[config.mk]
export PLATFORM = sky130hd
export DESIGN_NAME = matrix_vector_mult_3x3
export DESIGN_NICKNAME = d
export VERILOG_FILES = /design/src/rtl/matrix_vector_mult_3x3.sv
export SDC_FILE = /design/constraint.sdc
export NUM_CORES = 2
export LEC_CHECK = 0
export ABC_AREA = 1
export BUFFER_PORTS_ARGS = -buffer_cell sky130_fd_sc_hd__buf_2
export CORE_MARGIN = 4
export CORE_UTILIZATION = 55
export CTS_CLUSTER_SIZE = 30
export DETAILED_ROUTE_END_ITERATION = 8
export GPL_ROUTABILITY_DRIVEN = 0
export PLACE_DENSITY = 0.8
export SETUP_SLACK_MARGIN = 0.1
export SLEW_MARGIN = 10
export SYNTH_ARGS = -nofsm -noshare
export SYNTH_HDL_FRONTEND = slang
export SYNTH_SLANG_ARGS = --single-unit
[constraint.sdc]
create_clock -name clk -period 11.2 [get_ports clk]
set_input_delay 1.12 -clock clk [delete_from_list [all_inputs] [get_ports clk]]
set_output_delay 1.12 -clock clk [all_outputs]
set_load 0.01 [all_outputs]
[src/rtl/matrix_vector_mult_3x3.sv]
// matrix_vector_mult_3x3: buffers a row-major 3x3 element stream and multiplies it by a local 3-vector in signed fixed point
// Latency: first result 3 cycles, last result 9 cycles after the final element is accepted; done follows one cycle later
// Backpressure: m_ready is high only while loading; elements offered at other times are dropped and flagged on overrun
module matrix_vector_mult_3x3 #(
  parameter int M          = 3,
  parameter int P          = 3,
  parameter int DATA_WIDTH = 32,
  parameter int FRAC_BITS  = 16
) (
  input  logic                         clk,
  input  logic                         rst,
  input  logic signed [DATA_WIDTH-1:0] m_in,
  input  logic                         m_valid,
  output logic                         m_ready,
  input  logic signed [DATA_WIDTH-1:0] v_in,
  input  logic [1:0]                   v_addr,
  input  logic                         v_wen,
  output logic signed [DATA_WIDTH-1:0] y_out,
  output logic                         y_valid,
  output logic [1:0]                   y_idx,
  output logic                         done,
  output logic                         busy,
  output logic                         sat,
  output logic                         overrun
);

  localparam int N_EL = M * P;
  localparam int PW   = 2 * DATA_WIDTH;
  localparam int AW   = 2 * DATA_WIDTH + 2;

  localparam logic [3:0] LD_LAST  = 4'(N_EL - 1);
  localparam logic [1:0] COL_LAST = 2'(P - 1);
  localparam logic [1:0] ROW_LAST = 2'(M - 1);

  // Result clamp limits, sign-extended to accumulator width
  localparam logic signed [AW-1:0] SAT_MAX = {{(AW-DATA_WIDTH+1){1'b0}}, {(DATA_WIDTH-1){1'b1}}};
  localparam logic signed [AW-1:0] SAT_MIN = {{(AW-DATA_WIDTH+1){1'b1}}, {(DATA_WIDTH-1){1'b0}}};

  typedef enum logic [1:0] {
    S_LOAD = 2'd0,
    S_MAC  = 2'd1,
    S_DONE = 2'd2
  } state_t;

  state_t state, state_nxt;

  logic signed [DATA_WIDTH-1:0] mat [0:8];
  logic signed [DATA_WIDTH-1:0] vec [0:2];

  logic [3:0]           ld_cnt;
  logic [1:0]           row;
  logic [1:0]           col;
  logic signed [AW-1:0] acc;

  logic                  accept;
  logic                  last_load;
  logic                  last_col;
  logic [3:0]            mac_idx;
  logic signed [PW-1:0]  prod;
  logic signed [AW-1:0]  sum;
  logic signed [AW-1:0]  shifted;
  logic [DATA_WIDTH-1:0] res;
  logic                  clamp;

  assign m_ready   = (state == S_LOAD);
  assign busy      = (state == S_MAC) || (state == S_DONE);
  assign accept    = m_valid && m_ready;
  assign last_load = accept && (ld_cnt == LD_LAST);
  assign last_col  = (col == COL_LAST);

  // Full-precision product of the current matrix element and vector element
  assign mac_idx = 4'(row) * 4'(P) + 4'(col);
  assign prod    = PW'(mat[mac_idx]) * PW'(vec[col]);
  assign sum     = acc + AW'(prod);
  assign shifted = sum >>> FRAC_BITS;

  // Truncate the row sum to the output format and clamp to the representable range
  always_comb begin
    res   = shifted[DATA_WIDTH-1:0];
    clamp = 1'b0;
    if (shifted > SAT_MAX) begin
      res   = SAT_MAX[DATA_WIDTH-1:0];
      clamp = 1'b1;
    end else if (shifted < SAT_MIN) begin
      res   = SAT_MIN[DATA_WIDTH-1:0];
      clamp = 1'b1;
    end
  end

  // State register
  always_ff @(posedge clk) begin
    if (rst) begin
      state <= S_LOAD;
    end else begin
      state <= state_nxt;
    end
  end

  // Next-state logic; S_DONE lasts two cycles so done pulses before loading reopens
  always_comb begin
    state_nxt = state;
    case (state)
      S_LOAD: if (last_load) state_nxt = S_MAC;
      S_MAC:  if (last_col && (row == ROW_LAST)) state_nxt = S_DONE;
      S_DONE: if (done) state_nxt = S_LOAD;
      default: state_nxt = S_LOAD;
    endcase
  end

  // Element and vector storage; contents survive reset
  always_ff @(posedge clk) begin
    if (accept) begin
      mat[ld_cnt] <= m_in;
    end
    if (v_wen && !busy && (v_addr < 2'(P))) begin
      vec[v_addr] <= v_in;
    end
  end

  // Load counter, MAC sequencing and registered outputs
  always_ff @(posedge clk) begin
    if (rst) begin
      ld_cnt  <= '0;
      row     <= '0;
      col     <= '0;
      acc     <= '0;
      y_out   <= '0;
      y_valid <= 1'b0;
      y_idx   <= '0;
      done    <= 1'b0;
      sat     <= 1'b0;
      overrun <= 1'b0;
    end else begin
      y_valid <= 1'b0;
      done    <= 1'b0;
      overrun <= m_valid && !m_ready;
      case (state)
        S_LOAD: begin
          if (accept) begin
            if (ld_cnt == LD_LAST) begin
              ld_cnt <= '0;
              sat    <= 1'b0;
              acc    <= '0;
              row    <= '0;
              col    <= '0;
            end else begin
              ld_cnt <= ld_cnt + 4'd1;
            end
          end
        end
        S_MAC: begin
          if (last_col) begin
            y_out   <= res;
            y_valid <= 1'b1;
            y_idx   <= row;
            acc     <= '0;
            col     <= '0;
            if (clamp) sat <= 1'b1;
            if (row != ROW_LAST) row <= row + 2'd1;
          end else begin
            acc <= sum;
            col <= col + 2'd1;
          end
        end
        S_DONE: begin
          done <= !done;
        end
        default: begin
        end
      endcase
    end
  end

endmodule

Word-level counts from Yosys, hierarchy flattened
Memory sizes are Yosys's and may differ from the RTL's. A register that Yosys moved wholly into a read port is not among the register bits.
Cells that the tools add are included.
{"block": "op_classes", "addsub": 5, "mul": 2, "order_cmp": 3, "eq_ne": 14, "mux": 32, "bitwise": 2, "reduce_logical": 20}
{"op": "two-way mux 66 bit", "n": 3}
{"op": "one-hot mux 66 bit (2 select lines)", "n": 1}
{"op": "adder 66 x 64 -> 66 bit", "n": 1}
{"op": "multiplier 32 x 32 -> 64 bit", "n": 1}
{"op": "two-way mux 32 bit", "n": 2}
{"op": "greater-than comparator 50 x 32 -> 1 bit, second input constant", "n": 1}
{"op": "< comparator 50 x 32 -> 1 bit, second input constant", "n": 1}
{"op": "two-way mux 2 bit", "n": 10}
{"op": "two-way mux 1 bit", "n": 11}
{"op": "!= test 2 x 1 -> 1 bit, second input constant", "n": 5}
{"op": "AND reduction 5 bit", "n": 2}
{"op": "!= test 2 bit, second input constant", "n": 4}
{"op": "one-hot mux 2 bit (2 select lines)", "n": 2}
{"op": "equality test 2 bit, second input constant", "n": 3}
{"op": "logical AND 1 bit", "n": 6}
{"op": "one-hot mux 2 bit (3 select lines)", "n": 1}
{"op": "AND reduction 3 bit", "n": 2}
{"op": "adder 2 x 1 -> 2 bit, second input constant", "n": 2}
{"op": "adder 4 x 1 -> 4 bit, second input constant", "n": 1}
{"op": "adder 4 x 2 -> 4 bit", "n": 1}
{"op": "equality test 4 bit, second input constant", "n": 1}
{"op": "multiplier 2 x 2 -> 4 bit, second input constant", "n": 1}
{"op": "two-way mux 4 bit", "n": 1}
{"op": "AND reduction 2 bit", "n": 2}
{"op": "9 further kinds", "n": 13}
{"block": "totals", "reg_bits": 114, "ram_bits": 384, "out_inout_bits": 40, "word_cells": 91, "memories": 2}
{"memory": "mat", "words": 9, "word_bits": 32, "rd": 1, "rd_clocked_by_memory_dff": 0, "wr": 1, "line": "47", "text": "logic signed [DATA_WIDTH-1:0] mat [0:8];"}
{"memory": "vec", "words": 3, "word_bits": 32, "rd": 1, "rd_clocked_by_memory_dff": 1, "wr": 1, "line": "48", "text": "logic signed [DATA_WIDTH-1:0] vec [0:2];"}

Logic depth before layout (Yosys ltp)
An unclocked memory read counts as a cell.
{"block": "depth", "word_depth": 11, "depth_mapped": 53, "ltp_nobuf": 51}

Worst setup path after synthesis
Ideal clock, no wire load.
{"block": "synth_path", "path_type": "flip-flop to flip-flop", "start": "register row[0]", "end": "register y_out[0]", "arrival_ns": 9.940, "slack_ns": 1.142, "stages_incl_launch_ff": 50, "path_cell_list": "dfxtp_1 > inv_1 > fa_1 > inv_1 > ha_1 > inv_1 > fa_1 > clkbuf_1 > o211ai_1 > o21ai_0 > nand2_1 > nand2_1 > buf_2 > nor2_1 > inv_1 > fa_1 > fa_1 > inv_1 > (+14 left out) > inv_1 > nand2_1 > nand2_1 > inv_1 > nand2_1 > a21oi_1 > nand2_1 > nand2_1 > nand2_1 > nor2_1 > nand3_1 > nor2_1 > nand3_1 > nand2_2 > nand2_4 > buf_6 > a21oi_2 > nor2_2"}
{"block": "synth_via", "elab_chain_cells": 8, "elab_cells_between_ends": 9, "cone_classes": "add/sub: 2; mul: 2; order compare: 2; mux: 2; memory: 1"}
{"element": "from (decl)", "line": "51", "text": "logic [1:0] row;"}
{"element": "from (signal assigned)", "line": "159", "text": "if (row != ROW_LAST) row <= row + 2'd1;"}
{"element": "multiplier 2 x 2 -> 4 bit (*)", "line": "72", "text": "assign mac_idx = 4'(row) * 4'(P) + 4'(col);"}
{"element": "adder 4 x 2 -> 4 bit (*)", "line": "72"}
{"element": "memory (9 x 32 bit) (*)"}
{"element": "multiplier 32 x 32 -> 64 bit (*)", "line": "73", "text": "assign prod = PW'(mat[mac_idx]) * PW'(vec[col]);"}
{"element": "adder 66 x 64 -> 66 bit (*)", "line": "74", "text": "assign sum = acc + AW'(prod);"}
{"element": "< comparator 50 x 32 -> 1 bit", "line": "84", "text": "end else if (shifted < SAT_MIN) begin"}
{"element": "two-way mux 32 bit", "line": "84"}
{"element": "two-way mux 32 bit (*)", "line": "81", "text": "if (shifted > SAT_MAX) begin"}
{"element": "to (signal assigned)", "line": "153", "text": "y_out <= res;"}
{"element": "to (decl)", "line": "18", "text": "output logic signed [DATA_WIDTH-1:0] y_out,"}
Mark *: on every way between the ends. The rest lies on a longest branch, timed or not.
A chain may end at the register's enable or synchronous reset.

Final worst setup path
{"block": "layout_path", "start": "register row[0]", "end": "register y_out[3]"}
Same word-level chain as after synthesis.

==> summary.txt <==
Reg2Reg Depth - 45
Crit path from - row[0]
H-tree levels - 2
Worst-margin pin slew - 1290 ps
Vias in the first global route - 50,100
Final design utilization - 59.9%
Fin crit period - 10,760 ps
Initial antenna violation count - 13
GRT overflow - 0
Final ANT Viol Nets - 0
Hold_buf cts - 0
Total Routing Usage GR - 31.8%
WP depth - 45
Hold wc startpoint - acc[51]
I/O pin cnt - 110
Met2 WL post-DR - 83,200 µm
Prevailing post-synth register cell - edfxtp_1
Fin. max-slew vios - 0
Clk sinks - 500
Synth Cell Area - 61,800 µm²
Worst skew pair latency - 640 ps
Syn Area/Cell - 9.12 µm²
Initial cell density of the core - 55.6%
Startpoint types - register
Routed len/inst - 22.1 µm
Core box area - 111,000 µm²
Worst Path Arrival - 11,340 ps
Ys async rst share - 0%
Count leader, synth - inv_1
Final net count - 8,387
First-pass detailed-route iteration total - 7
Slowest Stage Delay on Critical Path - 720 ps
Hold Fails Final Rpt - 0
Fill cell count - 8,904
Worst r2r dst - y_out[3]
CP bufs+invs - 14
Met3 routed WL - 24,200 µm
Vias after detailed routing - 47,300
Worst EP required - 11,770 ps
WS Path Type - reg2reg
DRT iter0 DRCs - 5,164
Die Span Y - 343 µm
Clock buffer depth - 3
Cells after synthesis - 6,771
Largest cells by area after synthesis - fa_1 40%, edfxtp_1 19%, inv_1 10%, nand2_1 8.1%, ha_1 4.7%
Status - completed
Fmax - 92.9 MHz
Clock Tree Root - clkbuf_16
First-pass GRT wire length - 283,000 µm
Max_cap viols - 0
Die W - 343 µm
Critical Path Fanout Max - 27
TritonCTS clock tree - yes
Setup TNS - 0 ps
Area grow syn2layout - 7.68%
Synth warn - 0
Post-synth top area share - 40.0%
CP Capture Type - register
IO Port Bufs - 109
Post-Route M1 WL - 60,100 µm
Most instantiated cells after synthesis - 1,667 x inv_1, 1,332 x nand2_1, 1,235 x fa_1
Vias/cell - 5.64
Unrepaired setup endpoints after global routing - no
R2R Path Start - row[0]
Post-synth EDFFs - 384
Row count - 122
Critical Path End - y_out[3]
Largest net degree at the start of global routing - 112
Total CTS buffers - 53
Clock-pin slew on the worst setup and hold paths - 60 ps
Endpoints failing setup - 0
FF+latch count, synth - 500
Dpl hpwl - 148,000 µm
Syn Nets - 8,308
R2r setup slk - 440 ps
Clk_skew - 24.0 ps
Worst hold path type - reg2reg
Final wirelength - 185,000 µm
Library cells used by synthesis - 46
Relative slew slack - 14.2%
Top Metal Used - met5
Fin crit share - 96.1%
Top delay family on crit path - adder cells
Die Area - 118,000 µm²
DRC - 0
Layout cell share with drive strength beyond 1 - 8.64%
Seq/Total Area, Yosys - 22.4%
Cell taking the most area after synthesis - fa_1
CP dominant cell by count - inv_1
Crit-path slowest cell - fa_2
[through the flow]
step	cells	area (µm²)	hold WS, ps	setup slack, ps
CTS	8361	66200	468	217
floorplan	6771	61800	445	1140
detailed placement	8269	64500	459	159
finish	8382	66500	468	436
global route	8378	66500	480	62.1
global placement	8269	64500	453	211
[metal layers]
metal	global-route usage (%)	vias up
li1	-	20000
met1	37.0	23100
met2	49.3	3183
met3	10.7	966
met4	23.4	8
met5	1.23	-
[placed cells by master, fill, tap and decap left out, types with 6 or more instances in the layout]
cell type / n
xor2_1: 23
nand2_1: 1328
mux2_2: 13
a31oi_1: 6
o21ai_0: 131
nor3_1: 12
dfxtp_1: 116
nand4_1: 12
buf_12: 10
mux2i_1: 51
a21oi_1: 204
ha_1: 231
nor2_2: 47
clkbuf_1: 8
edfxtp_1: 384
diode_2: 7
nand3b_1: 10
clkbuf_16: 55
clkinv_1: 24
nor3_2: 10
nand2_2: 19
and2_1: 26
fa_1: 1233
nor2_1: 629
buf_2: 109
a21oi_2: 29
nand3_1: 121
o21bai_1: 6
inv_1: 1658
or2_2: 65
clkinvlp_4: 17
xnor2_1: 16
o211ai_1: 45
o21ai_1: 7
inv_2: 14
buf_4: 161
[cell families (layout without fill, tap and decap cells)]
family / Yosys count / in the layout / synth area share, %
flip-flops: 500 / 500 / 22.4
AO/OA/AOI/OAI: 437 / 437 / 3.95
multiplexers: 64 / 64 / 1.06
other: 0 / 7 / 0
AND/OR/NAND/NOR: 2302 / 2302 / 15.2
adder cells (fa/ha/maj): 1467 / 1467 / 44.7
buffers and inverters: 1962 / 2078 / 12.1
XOR/XNOR: 39 / 39 / 0.553
[worst register-to-register path, delay by kind of cell, from the launching register on]
| kind | cells | cell delay [ps] |
|---|---|---|
| AOI/OAI and AO/OA | 1 | 80 |
| adders and majority gates | 12 | 5800 |
| and+or+nand+nor | 18 | 2490 |
| buffers and inverters | 14 | 1970 |
| DFF | 1 | 370 |
[state kept, by name, summed over array words and instances, names as in the netlist, named ones only]
name / cells
y_idx: 2
state: 2
overrun: 1
y_valid: 1
done: 1
mat: 288
ld_cnt: 4
sat: 1
acc: 66
y_out: 32
col: 2
vec: 96
row: 2
[area by class of cell]
| type | instances | area, µm² | area share, % |
|---|---|---|---|
| diodes | 7 | 17.5 | 0.0263 |
| clock buffers | 62 | 1370 | 2.06 |
| clock inverters | 30 | 320 | 0.482 |
| inverters | 1701 | 6430 | 9.67 |
| multi-input cells | 4309 | 40600 | 61.0 |
| flip-flops and latches | 500 | 13900 | 20.8 |
| well taps | 1488 | 1860 | 2.80 |
| repair buffers | 285 | 2050 | 3.09 |
[how the worst min path moves through the flow]
stage,end,slack [ps],cells past startpoint
final,acc[51],470,2
after floorplan,acc[10],450,2
after CTS,acc[52],470,2
after global routing,acc[55],480,2
after global placement,acc[64],450,2
after detailed placement,acc[52],460,2
[what timing repair did]
action	4_1_cts	5_1_grt
cloned	0	2
pin swaps	0	2
endpoints found under the setup margin	2	33
resized for setup	1	27
setup buffers	0	12
Power is not shown: default switching activity piles up to over one toggle a cycle in this logic, so the estimate is an artifact.
